[config.mk]
export PLATFORM = sky130hd
export DESIGN_NAME = overlap_ratio
export DESIGN_NICKNAME = d
export VERILOG_FILES = /design/src/rtl/overlap_pkg.sv /design/src/rtl/seq_divider.sv /design/src/rtl/overlap_ratio.sv
export SDC_FILE = /design/constraint.sdc
export NUM_CORES = 1
export LEC_CHECK = 0
export CELL_PAD_IN_SITES_DETAIL_PLACEMENT = 0
export CELL_PAD_IN_SITES_GLOBAL_PLACEMENT = 1
export CORE_UTILIZATION = 30
export CTS_CLUSTER_DIAMETER = 80
export DETAILED_ROUTE_END_ITERATION = 6
export PLACE_DENSITY = 0.58
export SLEW_MARGIN = 10
export SYNTH_ARGS = -nofsm -noshare
export SYNTH_HDL_FRONTEND = slang
export SYNTH_SLANG_ARGS = --single-unit
[constraint.sdc]
create_clock -name i_clk -period 6.8 [get_ports i_clk]
set_clock_uncertainty 0.1 [all_clocks]
set_input_delay 1.36 -clock i_clk [delete_from_list [all_inputs] [get_ports i_clk]]
set_output_delay 1.36 -clock i_clk [all_outputs]
set_load 0.02 [all_outputs]
[src/rtl/overlap_pkg.sv]
// -----------------------------------------------------------------------------
// overlap_pkg
// Shared definitions for the overlap_ratio block:
//   state_t        sequencing states of the ratio unit
//   DEFAULT_CNT_W  default width of every region pixel count
//   HIT_AB/HIT_BC/HIT_ABC  bit positions inside the o_hit vector
// -----------------------------------------------------------------------------
package overlap_pkg;

  typedef enum logic [1:0] {
    IDLE    = 2'd0,
    DIV_AB  = 2'd1,
    DIV_BC  = 2'd2,
    DIV_ABC = 2'd3
  } state_t;

  localparam int DEFAULT_CNT_W = 13;

  localparam int HIT_AB  = 0;
  localparam int HIT_BC  = 1;
  localparam int HIT_ABC = 2;

endpackage

[src/rtl/seq_divider.sv]
// -----------------------------------------------------------------------------
// seq_divider
// Serial restoring divider producing one quotient bit per clock, MSB first.
// The first step (integer bit) is taken combinationally from num/den in the
// cycle load is high; the remaining STEPS-1 fractional steps follow on the
// registered remainder. Degenerate operands are detected at load and override
// the arithmetic result, but the division still occupies all STEPS cycles.
//
// Ports:
//   clk       clock
//   rst_n     asynchronous active-low reset
//   load      start a division this cycle (performs step 0)
//   num       numerator, unsigned CNT_W bits
//   den       divisor, signed CNT_W+2 bits (two's complement)
//   quotient  unsigned Q1.(STEPS-1) result, valid while done is high
//   done      high during the final step cycle
//   running   high during steps 1..STEPS-1
// -----------------------------------------------------------------------------
module seq_divider
  import overlap_pkg::*;
#(
  parameter int STEPS = 9,
  parameter int CNT_W = DEFAULT_CNT_W
) (
  input  logic               clk,
  input  logic               rst_n,
  input  logic               load,
  input  logic [CNT_W-1:0]   num,
  input  logic [CNT_W+1:0]   den,
  output logic [STEPS-1:0]   quotient,
  output logic               done,
  output logic               running
);

  localparam int R_W = CNT_W + 2;
  localparam int C_W = (STEPS > 2) ? $clog2(STEPS) : 1;
  localparam logic [STEPS-1:0] SAT_VAL = STEPS'(1) << (STEPS - 1);

  logic [R_W-1:0]   rem;
  logic [R_W-1:0]   den_q;
  logic [STEPS-1:0] quo;
  logic [C_W-1:0]   cnt;
  logic             zero_q;
  logic             sat_q;

  logic [R_W-1:0]   r_in;
  logic [R_W-1:0]   d_in;
  logic [R_W-1:0]   r_out;
  logic             q_bit;
  logic             zero_now;
  logic             sat_now;

  // One restoring step. On load the numerator itself is the partial
  // remainder (integer bit); afterwards the stored remainder is doubled.
  // The remainder stays below the divisor on the normal path, so doubling
  // it always fits in CNT_W+2 bits.
  always_comb begin
    r_in     = load ? R_W'(num) : (rem << 1);
    d_in     = load ? den : den_q;
    q_bit    = (r_in >= d_in);
    r_out    = q_bit ? (r_in - d_in) : r_in;
    zero_now = ($signed(den) <= $signed(R_W'(0)));
    sat_now  = !zero_now && (R_W'(num) > den);
  end

  assign done = running && (cnt == C_W'(STEPS - 1));

  // Degenerate cases win over whatever the arithmetic produced.
  always_comb begin
    quotient = (quo << 1) | STEPS'(q_bit);
    if (zero_q) begin
      quotient = '0;
    end else if (sat_q) begin
      quotient = SAT_VAL;
    end
  end

  // Step counter, remainder and partial quotient registers.
  always_ff @(posedge clk or negedge rst_n) begin
    if (!rst_n) begin
      rem     <= '0;
      den_q   <= '0;
      quo     <= '0;
      cnt     <= '0;
      zero_q  <= 1'b0;
      sat_q   <= 1'b0;
      running <= 1'b0;
    end else if (load) begin
      rem     <= r_out;
      den_q   <= den;
      quo     <= STEPS'(q_bit);
      cnt     <= C_W'(1);
      zero_q  <= zero_now;
      sat_q   <= sat_now;
      running <= 1'b1;
    end else if (running) begin
      rem <= r_out;
      quo <= (quo << 1) | STEPS'(q_bit);
      if (done) begin
        cnt     <= '0;
        running <= 1'b0;
      end else begin
        cnt <= cnt + C_W'(1);
      end
    end
  end

endmodule

[src/rtl/overlap_ratio.sv]
// -----------------------------------------------------------------------------
// overlap_ratio
// Computes three Q1.FRAC overlap ratios from six region counts using one
// shared serial divider, and flags each against THRESH:
//   o_iou_ab  = AB  / (A + B - AB)
//   o_iou_bc  = BC  / (B + C - BC)
//   o_persist = ABC / AB
// Latency from the accepting edge to o_valid is 3*(FRAC+1) cycles.
//
// Ports:
//   i_clk, i_rst_n        clock, asynchronous active-low reset
//   i_start               one-cycle start pulse, accepted only when idle
//   i_A..i_ABC            region pixel counts, sampled at acceptance
//   o_iou_ab/o_iou_bc/o_persist  ratio results, held until next o_valid
//   o_hit                 [HIT_AB]/[HIT_BC]/[HIT_ABC] ratio >= THRESH
//   o_busy                high while a computation is in flight
//   o_valid               one-cycle pulse when results update
// -----------------------------------------------------------------------------
module overlap_ratio
  import overlap_pkg::*;
#(
  parameter int FRAC   = 8,
  parameter int THRESH = 128,
  parameter int CNT_W  = DEFAULT_CNT_W
) (
  input  logic             i_clk,
  input  logic             i_rst_n,
  input  logic             i_start,
  input  logic [CNT_W-1:0] i_A,
  input  logic [CNT_W-1:0] i_B,
  input  logic [CNT_W-1:0] i_C,
  input  logic [CNT_W-1:0] i_AB,
  input  logic [CNT_W-1:0] i_BC,
  input  logic [CNT_W-1:0] i_ABC,
  output logic [FRAC:0]    o_iou_ab,
  output logic [FRAC:0]    o_iou_bc,
  output logic [FRAC:0]    o_persist,
  output logic [2:0]       o_hit,
  output logic             o_busy,
  output logic             o_valid
);

  localparam int Q_W = FRAC + 1;
  localparam int R_W = CNT_W + 2;
  localparam logic [Q_W-1:0] THRESH_Q = Q_W'(THRESH);

  state_t state, state_next;

  logic [CNT_W-1:0] a, b, c, ab, bc, abc;
  logic [Q_W-1:0]   res_ab, res_bc;

  logic [CNT_W-1:0] div_num;
  logic [R_W-1:0]   div_den;
  logic             div_load;
  logic             div_done;
  logic             div_running;
  logic [Q_W-1:0]   div_quo;
  logic [2:0]       hit_next;

  // Operand selection: the union is formed in CNT_W+2 bits so that
  // inconsistent counts produce a negative (two's complement) divisor
  // instead of wrapping to a large positive one.
  always_comb begin
    div_num = '0;
    div_den = '0;
    case (state)
      DIV_AB: begin
        div_num = ab;
        div_den = R_W'(a) + R_W'(b) - R_W'(ab);
      end
      DIV_BC: begin
        div_num = bc;
        div_den = R_W'(b) + R_W'(c) - R_W'(bc);
      end
      DIV_ABC: begin
        div_num = abc;
        div_den = R_W'(ab);
      end
      default: begin
        div_num = '0;
        div_den = '0;
      end
    endcase
  end

  // A new division starts in the first cycle of each DIV state, which is
  // exactly when the divider is not already stepping.
  assign div_load = (state != IDLE) && !div_running;

  // Next-state logic: each DIV state lasts until its division completes.
  always_comb begin
    state_next = state;
    case (state)
      IDLE:    if (i_start)  state_next = DIV_AB;
      DIV_AB:  if (div_done) state_next = DIV_BC;
      DIV_BC:  if (div_done) state_next = DIV_ABC;
      DIV_ABC: if (div_done) state_next = IDLE;
      default: state_next = IDLE;
    endcase
  end

  always_ff @(posedge i_clk or negedge i_rst_n) begin
    if (!i_rst_n) begin
      state <= IDLE;
    end else begin
      state <= state_next;
    end
  end

  // The persistence quotient comes straight from the divider, the other
  // two from the intermediate result registers.
  always_comb begin
    hit_next          = '0;
    hit_next[HIT_AB]  = (res_ab >= THRESH_Q);
    hit_next[HIT_BC]  = (res_bc >= THRESH_Q);
    hit_next[HIT_ABC] = (div_quo >= THRESH_Q);
  end

  // Operand capture, intermediate results and the visible outputs. All
  // three ratios are published together with o_valid.
  always_ff @(posedge i_clk or negedge i_rst_n) begin
    if (!i_rst_n) begin
      a         <= '0;
      b         <= '0;
      c         <= '0;
      ab        <= '0;
      bc        <= '0;
      abc       <= '0;
      res_ab    <= '0;
      res_bc    <= '0;
      o_iou_ab  <= '0;
      o_iou_bc  <= '0;
      o_persist <= '0;
      o_hit     <= '0;
      o_busy    <= 1'b0;
      o_valid   <= 1'b0;
    end else begin
      o_valid <= 1'b0;
      case (state)
        IDLE: begin
          if (i_start) begin
            a      <= i_A;
            b      <= i_B;
            c      <= i_C;
            ab     <= i_AB;
            bc     <= i_BC;
            abc    <= i_ABC;
            o_busy <= 1'b1;
          end
        end
        DIV_AB: begin
          if (div_done) res_ab <= div_quo;
        end
        DIV_BC: begin
          if (div_done) res_bc <= div_quo;
        end
        DIV_ABC: begin
          if (div_done) begin
            o_iou_ab  <= res_ab;
            o_iou_bc  <= res_bc;
            o_persist <= div_quo;
            o_hit     <= hit_next;
            o_busy    <= 1'b0;
            o_valid   <= 1'b1;
          end
        end
        default: ;
      endcase
    end
  end

  seq_divider #(
    .STEPS (Q_W),
    .CNT_W (CNT_W)
  ) u_div (
    .clk      (i_clk),
    .rst_n    (i_rst_n),
    .load     (div_load),
    .num      (div_num),
    .den      (div_den),
    .quotient (div_quo),
    .done     (div_done),
    .running  (div_running)
  );

endmodule

# Word-level counts from Yosys, hierarchy flattened
# Cells that the tools add are included.
# classes
add_sub_neg	6
multipliers	0
n_div	0
order_cmp	6
eq_ne	8
shift	0
muxes	27
bitwise	1
n_reduce_logical	15
# ops
cell	n
$pmux 15 s3	1
$mux 14	3
$pmux 13 s3	1
$mux 15	2
$sub 14x13->15	2
$add 13x13->14	2
$ge 9x8->1 const B	3
$mux 9	2
$mux 8	2
$ge 15x15->1	1
$gt 13x15->1	1
$le 15x1->1 const B	1
$sub 14x14->14	1
$mux 4	3
$or 9x1->9	1
$mux 2	4
$ne 2x2->1 const B	4
$pmux 2 s4	1
$reduce_and 2->1	4
$mux 1	7
$reduce_bool 2->1	3
$add 4x1->4 const B	1
$eq 2x2->1 const B	2
$eq 4x4->1 const B	1
other kinds (7)	10
# totals
regBits	174
latchBits	0
mem_bits_rw	0
romBits	0
input_bits	81
output_inout_bits	32
elab_cells	85
n_memories	0

# Logic depth before layout (Yosys ltp)
# depth
depth_word	9
depth_mapped	24

# By module
# From an unflattened synthesis, not the netlist that was laid out.
# unflattened
cells_unflattened	1029
area_unflattened_um2	10784.1
# by_module_without_submodules
mod	instances	cells_per_inst	area_per_inst_um2
overlap_ratio	1	657	7410.9
seq_divider	1	372	3373.2

# Worst setup path before layout
# No wires, ideal clock.
# synth_timing
path_kind	register -> register
start	register b[1]
end	register u_div.rem[10]
setup_time_ns	0.137
t_arrival_ns	4.670
required_ns	6.563
setup_slack_ns	1.893
path_stages_with_launch	22
n_path_buf	2
period_less_slack_ns	4.907
cell_sequence	dfrtp_1 inv_1 fa_1 fa_1 nor2b_1 o211ai_1 a221oi_1 a211oi_1 a211oi_1 a31oi_1 a21boi_0 ha_1 buf_2 a21o_1 a21o_1 a21oi_1 nand2_1 a211oi_2 o31ai_4 buf_2 mux2i_1 a21oi_1
# synth_between
elab_chain_len	8
# synth_rtl
element	line_no	source
start: declaration	overlap_ratio.sv:49	logic [CNT_W-1:0] a, b, c, ab, bc, abc;
start signal: assignment	overlap_ratio.sv:143	b <= i_B;
$add 13x13->14, on equally long branches	overlap_ratio.sv:73, overlap_ratio.sv:69	
$sub 14x13->15, on equally long branches	overlap_ratio.sv:73, overlap_ratio.sv:69	
$pmux 15 s3 *	overlap_ratio.sv:66	case (state)
$mux 15 *	seq_divider.sv:59	d_in = load ? den : den_q;
$sub 14x14->14 or $ge 15x15->1 (tied branches)	seq_divider.sv:61, seq_divider.sv:60	
$mux 14 *	seq_divider.sv:61	r_out = q_bit ? (r_in - d_in) : r_in;
$mux 14	seq_divider.sv:96	end else if (running) begin
$mux 14 *	seq_divider.sv:88	end else if (load) begin
end signal: assignment	seq_divider.sv:89	rem <= r_out;
end signal: assignment	seq_divider.sv:97	rem <= r_out;
end: declaration	seq_divider.sv:39	logic [R_W-1:0] rem;
# Every way passes the cells marked *; elsewhere a longest branch is shown, timed or not. The select of a mux whose other input is x is not followed.
# A chain may end at the register's enable or synchronous reset.

# Final worst setup path
# layout_timing
start	register b[1]
end	register u_div.rem[1]
# The elaborated chain is that of the path after synthesis.

==> results.cfg <==
[yosys]
yosys-top-cells-area = dfrtp_1, mux2_2, ha_1, fa_1, inv_1
syn_area_per_cell_um2 = 9.94
synthTopCellsByCount = dfrtp_1, inv_1, nand2_1, mux2_2, nor2_1
ys_seq_area_share_pct = 40.6
synth_compound_area_share_pct = 14.5
synth-edff-count = 0
synth_ff_type = dfrtp_1
syn_inst = 1080
syn_nets = 1251
async_flop_share_pct = 100
synth_top_area_share_pct = 40.6
synth_cell_types = 76
synthSimpleGateAreaFrac_pct = 12.7
yosysMostFrequentCell = dfrtp_1
synth_top_family_by_area = compound AO/OA/AOI/OAI gates
synth.area.mux_share_pct = 12.4
yosys.area.top_type = dfrtp_1
synth-warning-count = 0
synth_xor_area_share_pct = 1.39
synth-adder-area-share_pct = 12.4
synthesis.area_um2 = 10700
synth-seq-cells = 174

[die]
core-area_um2 = 34900
die_w_um = 191
die_h_um = 191
rows = 68
dieArea_um2 = 36500
pin_count = 113
initial_core_util_pct = 30.8

[routing]
drc = 0
viasPerCell = 4.87
wl_per_cell_um = 16.8
ant_nets = 0
finalWirelength_mm = 27.5
drtIter0Drc = 516
first_pass_iters = 6
via_count = 8007

[finish]
diodes = 0
nets = 1346
area_delta_synth_final_pct = 20.4
design_area_um2 = 12900
stdcell_count = 1643
drive_above_1_share_pct = 13.8

[critical_path]
crit_chain = inv_1 -> fa_1 -> fa_1 -> nor2b_1 -> o211ai_1 -> a221oi_1 -> a211oi_1 -> a211oi_1 -> a31oi_1 -> a21boi_0 -> ha_1 -> a21o_1 -> a21o_1 -> a21oi_1 -> nand2_1 -> a211oi_2 -> o31ai_4 -> buf_4 -> mux2_2 -> a21oi_1
slowest_delay_ns = 0.51
rr_worst_depth = 20
crit_slowest_cell = a221oi_1
reg2reg_setup_slack_ns = 1.10
worstReg2RegEnd = u_div.rem[1]$_DFFE_PN0P_
required_ns = 7.06
crit_type = flip-flop to flip-flop
critical_path_peak_fanout = 14
cp.arrival_ns = 5.97
regToRegStartpoint = b[1]$_DFFE_PN0P_
worstSetupEndpointType = flip-flop
worstSetupStartpointType = flip-flop

[clocking]
ctsResizeCount = 0
hold_buffers = 0
cts_buffers = 17
clock_latency_ns = 0.44
clk_path_buf_depth = 2
clk_pin_slew_ns = 0.07
cts_tree = done
htree_num_levels = 4
postCtsSetupBuffers = 0
clk_root_buffer_cell = clkbuf_16
clock_sinks = 174

[hold_path]
hold_path_startpoint = u_div.rem[13]$_DFFE_PN0P_
whs_endpoint = u_div.rem[13]$_DFFE_PN0P_
min_path_cells = 2
hold_class = flip-flop to flip-flop

[sta]
tightest_slew_ns = 1.07
max_freq_mhz = 175
min_period_ns = 5.70
timing.final.hold_violations = 0
max_slew_margin_pct = 29.0
setup_viol = 0
post-route-period-util_pct = 83.9
rsz0062_at_grt = no
setup_tns_ns = 0
drv_slew = 0

[global_route]
grt_max_degree = 68
antenna_found_initial = 0
grt_pass1_vias = 8027
overflow = 0
grt_pass1_wl_mm = 45.0
grt_usage_pct = 16.0

[run]
cap_violations = 0

[place]
hpwl_mm = 20.9
io_buffers = 112
dpl_cell_area_um2 = 12300
dp.cells = 1611
place_congestion = 0.804

[outcome]
status = complete, no violations
-- worst max-delay path by stage --
stage | from | to | slack [ns] | cells past startpoint
after global placement | b[1]$_DFFE_PN0P_ | u_div.rem[1]$_DFFE_PN0P_ | 1.21 | 20
after floorplan | b[1]$_DFFE_PN0P_ | u_div.rem[10]$_DFFE_PN0P_ | 1.89 | 21
after detailed placement | b[1]$_DFFE_PN0P_ | u_div.rem[1]$_DFFE_PN0P_ | 1.09 | 20
after CTS | b[1]$_DFFE_PN0P_ | u_div.rem[1]$_DFFE_PN0P_ | 1.05 | 20
after global routing | b[1]$_DFFE_PN0P_ | u_div.rem[0]$_DFFE_PN0P_ | 0.63 | 20
final | b[1]$_DFFE_PN0P_ | u_div.rem[1]$_DFFE_PN0P_ | 1.10 | 20
-- critical path, delay by kind of cell, from the launching register on --
kind,cells,cell delay [ns]
AND/OR/NAND/NOR,2,0.33
flip-flops,1,0.38
multiplexers,1,0.29
adder cells (fa/ha/maj),3,1.34
buffers and inverters,2,0.39
AO/OA/AOI/OAI,12,2.78
-- metrics by stage --
stage / hold slack [ns] / setup slack (ns) / util (%)
finish: 0.375 / 1.10 / 37.1
global route: 0.405 / 0.635 / 37.1
CTS: 0.378 / 1.05 / 37.1
detailed placement: 0.363 / 1.09 / 35.3
global placement: 0.361 / 1.21 / 35.3
floorplan: 0.335 / 1.89 / -
-- cell usage in the layout (no fill, tap or decap), types with 11 or more instances in the layout --
master	count
dfrtp_1	174
inv_1	124
nand2_1	123
clkdlybuf4s50_1	111
mux2_2	104
nor2_1	65
ha_1	63
o21ai_0	47
a21oi_1	32
fa_1	27
nor3_1	18
o21a_1	17
a222oi_1	17
clkbuf_16	17
nand2b_1	15
mux2i_1	14
xnor2_1	14
a21o_1	13
nand3_1	11
-- routing by layer --
layer	vias to the layer above	share of wire [%]	global-route usage (%)	wire [um]
met2	146	45	25.2	12400
met3	12	3.5	2.50	970
met1	3892	50	22.6	13800
met4	0	1.0	4.06	286
met5	-	0	0	0
li1	3957	-	-	-
-- area by class of cell --
cell class	count	area, um^2
clock buffer	20	467
clock inverter	12	136
fill	3559	22000
inverter	125	469
multi-input combinational	735	5730
sequential	174	4350
tap	455	569
timing repair buffer	122	1200
-- sequential cells by signal, indices dropped and copies added, names as in the netlist, 3 cells and up --
| name | count |
|---|---|
| a | 13 |
| ab | 13 |
| abc | 13 |
| b | 13 |
| bc | 13 |
| c | 13 |
| o_hit | 3 |
| o_iou_ab | 9 |
| o_iou_bc | 9 |
| o_persist | 9 |
| res_ab | 9 |
| res_bc | 9 |
| u_div.cnt | 4 |
| u_div.den_q | 15 |
| u_div.quo | 8 |
| u_div.rem | 14 |
-- logic make-up after synthesis --
group	after synthesis
and+or+nand+nor	293
AOI/OAI and AO/OA	215
adders and majority gates	90
xor gates and xnor gates	17
buffers and inverters	171
DFF	174
muxes	120
Power is left out: the tool's default activity adds up to more than one toggle a clock period on the data nets, which glitch-free logic cannot reach.
